<file path="src/rtl/uart_pkg.sv">
// Shared types and constants for the oversampling UART receiver front end.
package uart_pkg;

    localparam int OVERSAMPLE = 16;

    localparam logic [3:0] SAMPLE_LO  = 4'd7;
    localparam logic [3:0] SAMPLE_MID = 4'd8;
    localparam logic [3:0] SAMPLE_HI  = 4'd9;
    localparam logic [3:0] SUB_LAST   = 4'd15;

    typedef enum logic [2:0] {
        IDLE,
        START,
        DATA,
        STOP,
        BREAK
    } rx_state_t;

    function automatic logic majority3(input logic a, input logic b, input logic c);
        return (a & b) | (a & c) | (b & c);
    endfunction

endpackage

</file>
<file path="src/rtl/uart_baud_tick.sv">
// Free-running divider that emits a one-clock tick every DIV clocks.
module uart_baud_tick #(
    parameter int DIV = 54
) (
    input  logic clock,
    input  logic reset,
    output logic tick_o
);

    localparam int CW = (DIV > 1) ? $clog2(DIV) : 1;
    localparam logic [CW-1:0] LAST = CW'(DIV - 1);

    if (DIV < 2) begin : g_bad_div
        $error("uart_baud_tick: DIV must be at least 2");
    end

    logic [CW-1:0] cnt_q, cnt_d;

    always_comb begin
        cnt_d = cnt_q + 1'b1;
        if (cnt_q == LAST) begin
            cnt_d = '0;
        end
    end

    always_ff @(posedge clock) begin
        if (reset) begin
            cnt_q <= '0;
        end else begin
            cnt_q <= cnt_d;
        end
    end

    assign tick_o = (cnt_q == LAST);

endmodule

</file>
<file path="src/rtl/uart_rx_frontend.sv">
// Oversampling UART receiver: synchronizer, 3-sample majority vote, framing/overrun flags.
// Optional break detection when UART_RX_BREAK_EN is defined.
module uart_rx_frontend #(
    parameter int CLOCK_HZ   = 100_000_000,
    parameter int BAUD_RATE  = 115_200,
    parameter int OVERSAMPLE = 16
) (
    input  logic       clock,
    input  logic       reset,
    input  logic       rxd,
    output logic       m_valid,
    input  logic       m_ready,
    output logic [7:0] m_data,
    output logic       m_ferr,
`ifdef UART_RX_BREAK_EN
    output logic       m_break,
`endif
    output logic       overrun
);

    import uart_pkg::*;

    localparam int DIV = CLOCK_HZ / (BAUD_RATE * OVERSAMPLE);

    if (OVERSAMPLE != uart_pkg::OVERSAMPLE) begin : g_bad_os
        $error("uart_rx_frontend: only 16x oversampling is supported");
    end

    logic tick;

    uart_baud_tick #(
        .DIV (DIV)
    ) u_tick (
        .clock  (clock),
        .reset  (reset),
        .tick_o (tick)
    );

    logic rxd_meta_q, rxd_sync_q;

    always_ff @(posedge clock) begin
        if (reset) begin
            rxd_meta_q <= 1'b1;
            rxd_sync_q <= 1'b1;
        end else begin
            rxd_meta_q <= rxd;
            rxd_sync_q <= rxd_meta_q;
        end
    end

    rx_state_t   state_q, state_d;
    logic [3:0]  sub_q, sub_d;
    logic [3:0]  sub_n;
    logic [2:0]  bit_q, bit_d;
    logic [7:0]  shift_q, shift_d;
    logic        samp_a_q, samp_a_d;
    logic        samp_b_q, samp_b_d;
    logic        maj;
    logic        deliver;
    logic        del_ferr;
    logic        del_brk;

    // sub_q holds the sub-bit index of the most recent tick; sub_n is the index of this tick
    assign sub_n = sub_q + 4'd1;
    assign maj   = majority3(samp_a_q, samp_b_q, rxd_sync_q);

    always_comb begin
        state_d  = state_q;
        sub_d    = sub_q;
        bit_d    = bit_q;
        shift_d  = shift_q;
        samp_a_d = samp_a_q;
        samp_b_d = samp_b_q;
        deliver  = 1'b0;
        del_ferr = 1'b0;
        del_brk  = 1'b0;

        if (tick) begin
            if (state_q == START || state_q == DATA || state_q == STOP) begin
                sub_d = sub_n;
                if (sub_n == SAMPLE_LO) samp_a_d = rxd_sync_q;
                if (sub_n == SAMPLE_MID) samp_b_d = rxd_sync_q;
            end

            case (state_q)
                IDLE: begin
                    if (!rxd_sync_q) begin
                        state_d = START;
                        sub_d   = 4'd0;
                    end
                end
                START: begin
                    if (sub_n == SAMPLE_HI && maj) begin
                        state_d = IDLE;
                    end else if (sub_n == SUB_LAST) begin
                        state_d = DATA;
                        bit_d   = 3'd0;
                    end
                end
                DATA: begin
                    if (sub_n == SAMPLE_HI) begin
                        shift_d = {maj, shift_q[7:1]};
                    end
                    if (sub_n == SUB_LAST) begin
                        if (bit_q == 3'd7) begin
                            state_d = STOP;
                        end else begin
                            bit_d = bit_q + 3'd1;
                        end
                    end
                end
                STOP: begin
                    // Leave at mid-stop so the next falling edge can resync immediately
                    if (sub_n == SAMPLE_HI) begin
                        deliver  = 1'b1;
                        del_ferr = !maj;
                        state_d  = IDLE;
`ifdef UART_RX_BREAK_EN
                        if (shift_q == 8'h00 && !maj) begin
                            del_brk = 1'b1;
                            state_d = BREAK;
                        end
`endif
                    end
                end
`ifdef UART_RX_BREAK_EN
                BREAK: begin
                    if (rxd_sync_q) begin
                        state_d = IDLE;
                    end
                end
`endif
                default: state_d = IDLE;
            endcase
        end
    end

    always_ff @(posedge clock) begin
        if (reset) begin
            state_q <= IDLE;
            sub_q   <= 4'd0;
            bit_q   <= 3'd0;
        end else begin
            state_q <= state_d;
            sub_q   <= sub_d;
            bit_q   <= bit_d;
        end
    end

    always_ff @(posedge clock) begin
        shift_q  <= shift_d;
        samp_a_q <= samp_a_d;
        samp_b_q <= samp_b_d;
    end

    logic       m_valid_q;
    logic [7:0] m_data_q;
    logic       m_ferr_q;
    logic       m_break_q;
    logic       overrun_q;
    logic       drop;
    logic       load;

    // A pending byte accepted this cycle frees the slot for a same-cycle delivery
    assign drop = deliver && m_valid_q && !m_ready;
    assign load = deliver && !drop;

    always_ff @(posedge clock) begin
        if (reset) begin
            m_valid_q <= 1'b0;
            m_data_q  <= 8'h00;
            m_ferr_q  <= 1'b0;
            m_break_q <= 1'b0;
            overrun_q <= 1'b0;
        end else begin
            overrun_q <= drop;
            if (load) begin
                m_valid_q <= 1'b1;
                m_data_q  <= shift_q;
                m_ferr_q  <= del_ferr;
                m_break_q <= del_brk;
            end else if (m_ready) begin
                m_valid_q <= 1'b0;
            end
        end
    end

    assign m_valid = m_valid_q;
    assign m_data  = m_data_q;
    assign m_ferr  = m_ferr_q;
    assign overrun = overrun_q;
`ifdef UART_RX_BREAK_EN
    assign m_break = m_break_q;
`else
    logic unused_break;
    assign unused_break = m_break_q;
`endif

endmodule

</file>
<file path="config.mk">
export PLATFORM = sky130hd
export DESIGN_NAME = uart_rx_frontend
export DESIGN_NICKNAME = d
export VERILOG_FILES = /design/src/rtl/uart_pkg.sv /design/src/rtl/uart_baud_tick.sv /design/src/rtl/uart_rx_frontend.sv
export SDC_FILE = /design/constraint.sdc
export NUM_CORES = 1
export LEC_CHECK = 0
export CORE_UTILIZATION = 50
export DETAILED_ROUTE_END_ITERATION = 8
export GPL_TIMING_DRIVEN = 0
export HOLD_SLACK_MARGIN = 0.05
export PLACE_DENSITY = 0.71
export SYNTH_ARGS = -nofsm -noshare
export SYNTH_HDL_FRONTEND = slang
export SYNTH_SLANG_ARGS = --single-unit
</file>
<file path="constraint.sdc">
create_clock -name clock -period 3.05 [get_ports clock]
set_input_delay 0.61 -clock clock [delete_from_list [all_inputs] [get_ports clock]]
set_output_delay 0.61 -clock clock [all_outputs]
set_load 0.03 [all_outputs]
</file>
==> results of run 1 <==
[area by class of cell]
class	instances	area, µm²	share of cell area, %
plain buffers	8	38.8	1.97
clock buffers	5	37.5	1.90
clock inverters	3	40.0	2.03
inverters	5	18.8	0.952
multi-input cells	112	781	39.6
flip-flops and latches	38	861	43.7
well taps	44	55.1	2.79
repair buffers	14	140	7.11
[per-layer routing]
metal / wire [µm] / vias up
li1: - / 611
met1: 1270 / 546
met2: 1450 / 22
met3: 127 / 5
met4: 50 / 0
met5: 0 / -
[worst register-to-register path, cell delays in order (launching register included)]
cell and delay, ns:
dfxtp_1 0.50, ha_1 0.30, nor3b_2 0.28, o31ai_2 0.15
nor3_1 0.93
[per-stage QoR]
| stage | power [µW] | area, µm² | hold slack [ns] | instances | util (%) |
|---|---|---|---|---|---|
| after floorplan | 546 | 1700 | 0.389 | 163 | - |
| after global placement | 554 | 1890 | 0.392 | 221 | 60.6 |
| after detailed placement | 555 | 1890 | 0.397 | 221 | 60.6 |
| after CTS | 881 | 1970 | 0.441 | 229 | 63.0 |
| after global routing | 908 | 1970 | 0.456 | 229 | 63.0 |
| final | 872 | 1970 | 0.438 | 229 | 63.0 |
[how the worst max path moves through the flow]
stage	to	startpoint	slack, ns	cells after the start
after global placement	shift_q[7]$_DFFE_PP_	sub_q[1]$_SDFFE_PP0N_	0.59	4
after detailed placement	shift_q[6]$_DFFE_PP_	sub_q[1]$_SDFFE_PP0N_	0.51	4
after global routing	shift_q[6]$_DFFE_PP_	sub_q[1]$_SDFFE_PP0N_	0.26	4
after CTS	shift_q[6]$_DFFE_PP_	sub_q[1]$_SDFFE_PP0N_	0.49	4
final	shift_q[6]$_DFFE_PP_	sub_q[1]$_SDFFE_PP0N_	0.53	4
after floorplan	shift_q[0]$_DFFE_PP_	sub_q[1]$_SDFFE_PP0N_	0.97	4
[cell families (layout without fill, tap and decap cells)]
logic type | count (synthesis) | after routing
and+or+nand+nor | 67 | 67
AOI/OAI and AO/OA | 20 | 20
muxes | 12 | 12
xor gates and xnor gates | 4 | 4
buffers and inverters | 13 | 35
adders and majority gates | 9 | 9
DFF | 38 | 38
[power by group]
part / internal, µW / total (µW) / switching (µW)
registers: 519 / 523 / 3.84
clock network: 170 / 329 / 159
logic: 9.17 / 20.1 / 10.9
total: 698 / 872 / 174
[cell usage in the layout, fill, tap and decap left out, types with 3 or more instances in the layout]
master           instances
nand2_1                  8
a21oi_1                  4
o21ai_0                  3
mux2i_1                 11
clkbuf_1                 6
dfxtp_1                 28
ha_1                     8
edfxtp_1                10
inv_1                    5
clkbuf_4                 5
nor2_1                  29
nor2b_1                  3
nor3_1                   4
and3_1                   3
clkdlybuf4s50_1         14
[flip-flops by register name, indices dropped and copies added (netlist names)]
| name | flops |
|---|---|
| state_q | 2 |
| bit_q | 3 |
| u_tick.cnt_q | 6 |
| rxd_meta_q | 1 |
| shift_q | 8 |
| m_data | 8 |
| overrun | 1 |
| m_ferr | 1 |
| samp_a_q | 1 |
| samp_b_q | 1 |
| m_valid | 1 |
| sub_q | 4 |
| rxd_sync_q | 1 |
==> flow_summary.ini, run 1 <==
[critical_path]
maximum_fanout_count_along_the_critical_path = 8
start_kind = flop
cpPeakStageDelay_ns = 0.93
critical-path-top-delay-family = simple AND/OR/NAND/NOR gates
timing.critical_path.cells = ha_1 > nor3b_2 > o31ai_2 > nor3_1
timing.critical_path.slowest_stage_cell = nor3_1
critPathRequiredTime_ns = 3.02
ff2ff_path_depth = 4
timing.setup.critical_path_class = reg -> reg
critPathCaptureType = flop
r2r-end = shift_q[6]$_DFFE_PP_
timing.critical_path.buf_inv = 0
data_arrival_at_the_endpoint_of_the_critical_path_ns = 2.49
r2r_start = sub_q[1]$_SDFFE_PP0N_
timing.reg2reg.setup_slack_ns = 0.53

[grt]
antenna_violations_before_repair = 0
grt_busiest_layer = met2
grt_use_met2_pct = 32.0
grt_util_met1_pct = 22.8
first_global_vias = 1113
grt_remaining_overflow = 0
maximum_number_of_pins_on_one_net_before_global_route_repair = 13
groute.layer.met3.usage_pct = 6.06
grt_usage_pct = 19.4
grt_first_pass_wirelength_mm = 4.99

[timing]
timing.final.ws_setup_ns = 0.532
timing_hold_violations_final = 0
period_minus_slack_ns = 2.52
worst_slew_pin_slew_ns = 1.15
timing.fmax_ghz = 0.397
drv_slew = 0
setup_total_negative_slack_ns = 0
worst_slew_margin_rel_pct = 23.0
rsz_0062_raised_after_global_routing = false
setup_viol = 0
fin_worst_skew_ns = 0.00658
final_worst_path_cycle_share_pct = 82.6

[clock_network]
max-clock-path-buffers = 2
cts_resizes = 0
worst_skew_pair.late_latency_ns = 0.34
postCtsHoldBufs = 0
tritoncts_num_sinks = 38
tritoncts.num_buffers = 5
postCtsSetupBuffers = 0
clk_transition_reported_paths_ns = 0.10
cts_root_buf = clkbuf_4
tritoncts_clock_tree = yes
clock_tree.htree_level_count = 2

[synthesis]
synth.avg_cell_area_um2 = 10.4
async_sr_flop_fraction_pct = 0
synth_ff_type = dfxtp_1
synthMostInstantiatedCell = nor2_1
synth_largest_area_cell = dfxtp_1
mappedNetlistArea_um2 = 1700
synth-adder-area-share_pct = 6.48
synth-compound-area-share_pct = 9.20
post_synth_xor_area_fraction_pct = 2.06
ys_seq_elements = 38
synth_fp_nets = 175
synth_seq_area_share_pct = 50.7
syn-instance-count = 163
synth_top_family_by_area = simple AND/OR/NAND/NOR gates
post_synth_mux_area_share_pct = 7.14
synth_area_leaders = dfxtp_1 33%, edfxtp_1 18%, mux2i_1 6.5%
synth_enable_flop_cells = 10
share_of_synthesized_cell_area_in_and_or_nand_and_nor_gates_pct = 21.1
ys_types = 46
netlist_top_cells_count = 29 x nor2_1, 28 x dfxtp_1, 11 x mux2i_1, 10 x edfxtp_1
ys.warnings.count = 0
synth_top_area_share_pct = 33.0

[drt]
detail_route.wl_per_cell_um = 12.6
drt_pass1_iterations = 4
via_count = 1184
viasPerCell = 5.17
postRouteAntennaNets = 0
initialDrtViolationCount = 54
wirelength_mm = 2.90
drcViolationCount = 0

[power_and_ir_drop]
power_leakage_uw = 0.000716
power.ir.vdd_worst_mv = 0.304
power_density_nw_per_um2 = 442

[final_layout]
layout-area-overhead-vs-synth_pct = 16.1
final_nets = 196
fill_cells = 281
antennaDiodeCount = 0
final_layout_size_suffix_gt1_share_pct = 11.9

[floorplan]
core.rowCount = 20
number_of_top_level_pins = 15
core-area_um2 = 3130
height_of_the_die_um = 60.3
die-width_um = 60.3
floorplan.initialDensity_pct = 54.3
die_area_um2 = 3640

[placement]
placement.setup.worst_slack_ns = 0.506
gp_congestion = 0.833
numPortBuffers = 14
hpwlAfterDp_mm = 2.08

[job]
cap_viol_max_count = 0

[worst_hold_path]
whs_endpoint = rxd_sync_q$_SDFF_PP1_
min_from = rxd_meta_q$_SDFF_PP1_
worst_hold_path_type = reg -> reg
hold_depth = 1

[run_status]
status = complete, no violations
Power figures use the tool's default switching activity.
==> inputs of run 2 (changes only) <==
- PLACE_DENSITY: 0.71 -> 0.73
- clock period: 3.05 -> 2.3 ns (I/O delays scaled with it)
==> run 2 against run 1 <==
  * Sequential share of layout area increased by 0.29 points
  * Register-to-register slack got worse by 0.41 ns
  * Clock-buffer cell count unchanged
  * First-iteration DRC count decreased by 5.6%
  * Setup slack got worse by 0.41 ns
  * Wire length increased by 1.3%
  * Via count increased by 3.3%
  * Clock power about the same
  * Critical path depth increased by 3
  * Highest routed layer unchanged
==> flow_summary.ini, run 2 (synthesized netlist as in run 1, its figures left out) <==
[grt]
grt_remaining_overflow = 0
grt_util_met1_pct = 20.8
grt_use_met2_pct = 33.3
groute.layer.met3.usage_pct = 6.49
grt_usage_pct = 19.2
first_global_vias = 1194
antenna_violations_before_repair = 0
grt_first_pass_wirelength_mm = 5.02
grt_busiest_layer = met2
maximum_number_of_pins_on_one_net_before_global_route_repair = 13

[timing]
period_minus_slack_ns = 2.18
drv_slew = 0
timing_hold_violations_final = 0
worst_hold_slack_ns = 0.433
setup_viol = 0
worst_slew_pin_slew_ns = 0.608
worst_slew_margin_rel_pct = 59.2
timing.final.ws_setup_ns = 0.125
timing.fmax_ghz = 0.460
fin_worst_skew_ns = 0.00786
rsz_0062_raised_after_global_routing = false
final_worst_path_cycle_share_pct = 94.6

[power_and_ir_drop]
power_leakage_uw = 0.000698
power.switching_fraction_pct = 22.5
power.sequential.fraction_pct = 66.0
power.ir.vdd_worst_mv = 0.413
design_power_total_uw = 1050
internal_power_uw = 815
clkPwrFrac_pct = 31.3
power_density_nw_per_um2 = 535
switching_component_of_the_power_uw = 236
power_frac_comb_pct = 2.7

[worst_hold_path]
hold_depth = 1
worst_hold_path_type = reg -> reg

[clock_network]
clk_transition_reported_paths_ns = 0.11
cts_root_buf = clkbuf_4
clock_tree.htree_level_count = 2
max-clock-path-buffers = 2
tritoncts.num_buffers = 5
tritoncts_clock_tree = yes
worst_skew_pair.late_latency_ns = 0.34
postCtsSetupBuffers = 0
tritoncts_num_sinks = 38
postCtsHoldBufs = 0

[drt]
wirelength_mm = 2.94
postRouteAntennaNets = 0
initialDrtViolationCount = 51
drt_pass1_iterations = 4
detail_route.wl_per_cell_um = 12.8
via_count = 1223
viasPerCell = 5.34
drcViolationCount = 0

[final_layout]
final_nets = 196
non_filler_instance_count_after_layout = 229
final_layout_size_suffix_gt1_share_pct = 14.1
mostFrequentLayoutCell = nor2_1
most-common-layout-cells = 29 x nor2_1, 26 x dfxtp_1, 14 x clkdlybuf4s50_1, 11 x mux2i_1, 10 x edfxtp_1
layout-area-overhead-vs-synth_pct = 15.6
antennaDiodeCount = 0

[critical_path]
timing.critical_path.slowest_stage_cell = dfxtp_2
critPathRequiredTime_ns = 2.54
ff2ff_path_depth = 7
maximum_fanout_count_along_the_critical_path = 8
cpPeakStageDelay_ns = 0.42
timing.critical_path.cells = ha_2 > and2b_2 > a21oi_2 > o21ai_2 > a311oi_2 > or3_1 > mux2_1
critPathCaptureType = flop
start_kind = flop
data_arrival_at_the_endpoint_of_the_critical_path_ns = 2.41
timing.setup.critical_path_class = reg -> reg

[placement]
placement.setup.worst_slack_ns = -0.187
placed_cells_incl_taps = 221
gp_congestion = 0.799
numPortBuffers = 14
hpwlAfterDp_mm = 2.14

[floorplan]
core.rowCount = 20
die-width_um = 60.3
height_of_the_die_um = 60.3
number_of_top_level_pins = 15
floorplan.initialDensity_pct = 54.3
die_area_um2 = 3640
core-area_um2 = 3130

[run_status]
status = complete, no violations

[job]
cap_viol_max_count = 0
==> run 2: changes by cell type in the layout (fill, tap and decap cells not counted) <==
cell and change:
nor3_1 -1, a311oi_1 -1, bufinv_16 -1, clkinvlp_4 +1, nor3_2 +1, ha_2 +1
clkinv_2 -1, a311oi_2 +1, dfxtp_2 +2, clkinv_1 +1, dfxtp_1 -2, ha_1 -1
==> run 2: power groups by stage <==
stage,Sequential [µW],Combinational (µW),Clock [µW]
floorplan,708,16.5,0
detailed placement,709,28.2,0
CTS,694,28.2,344
finish,694,28.0,329
global route,695,31.1,367
global placement,709,26.2,0
==> run 2: worst paths after layout <==
kind                         start                       to  slack, ns
max          sub_q[1]$_SDFFE_PP0N_  state_q[1]$_SDFFE_PP0P_       0.12
min          rxd_meta_q$_SDFF_PP1_    rxd_sync_q$_SDFF_PP1_       0.43
max reg2reg  sub_q[1]$_SDFFE_PP0N_  state_q[1]$_SDFFE_PP0P_       0.12
min reg2reg  rxd_meta_q$_SDFF_PP1_    rxd_sync_q$_SDFF_PP1_       0.43
==> run 2: final cells by class <==
cell class / count / area (µm²)
Timing Repair Buffer: 14 / 140
Clock buffer: 5 / 37.5
Tap cell: 44 / 55.1
Inverter: 5 / 18.8
Fill cell: 261 / 1160
Buffer: 8 / 38.8
Sequential cell: 38 / 863
Multi-Input combinational cell: 112 / 795
Clock inverter: 3 / 16.3
==> run 2: critical path, delay by kind of cell (launching register included) <==
kind                       cells  cell delay (ns)
AOI/OAI and AO/OA              3             0.62
and+or+nand+nor                2             0.46
DFF                            1             0.42
muxes                          1             0.33
adders and majority gates      1             0.25
==> run 2: timing repair <==
action / CTS / global route
setup endpoints to repair: 9 / 1
pin swaps: 0 / 0
gates resized for setup: 3 / 2
==> run 2: layer usage <==
layer	vias to the layer above	part of all wire (%)
li1	608	-
met1	573	43
met2	35	50
met3	7	5.3
met4	0	1.6
met5	-	0
==> run 2: through the flow <==
step	setup TNS, ns	util (%)	area, µm²
3_3_place_gp	-0.738	60.6	1890
3_5_place_dp	-1.49	60.6	1890
2_1_floorplan	0	-	1700
5_1_grt	0	62.8	1960
4_1_cts	0	62.5	1960
6_report	0	62.8	1960
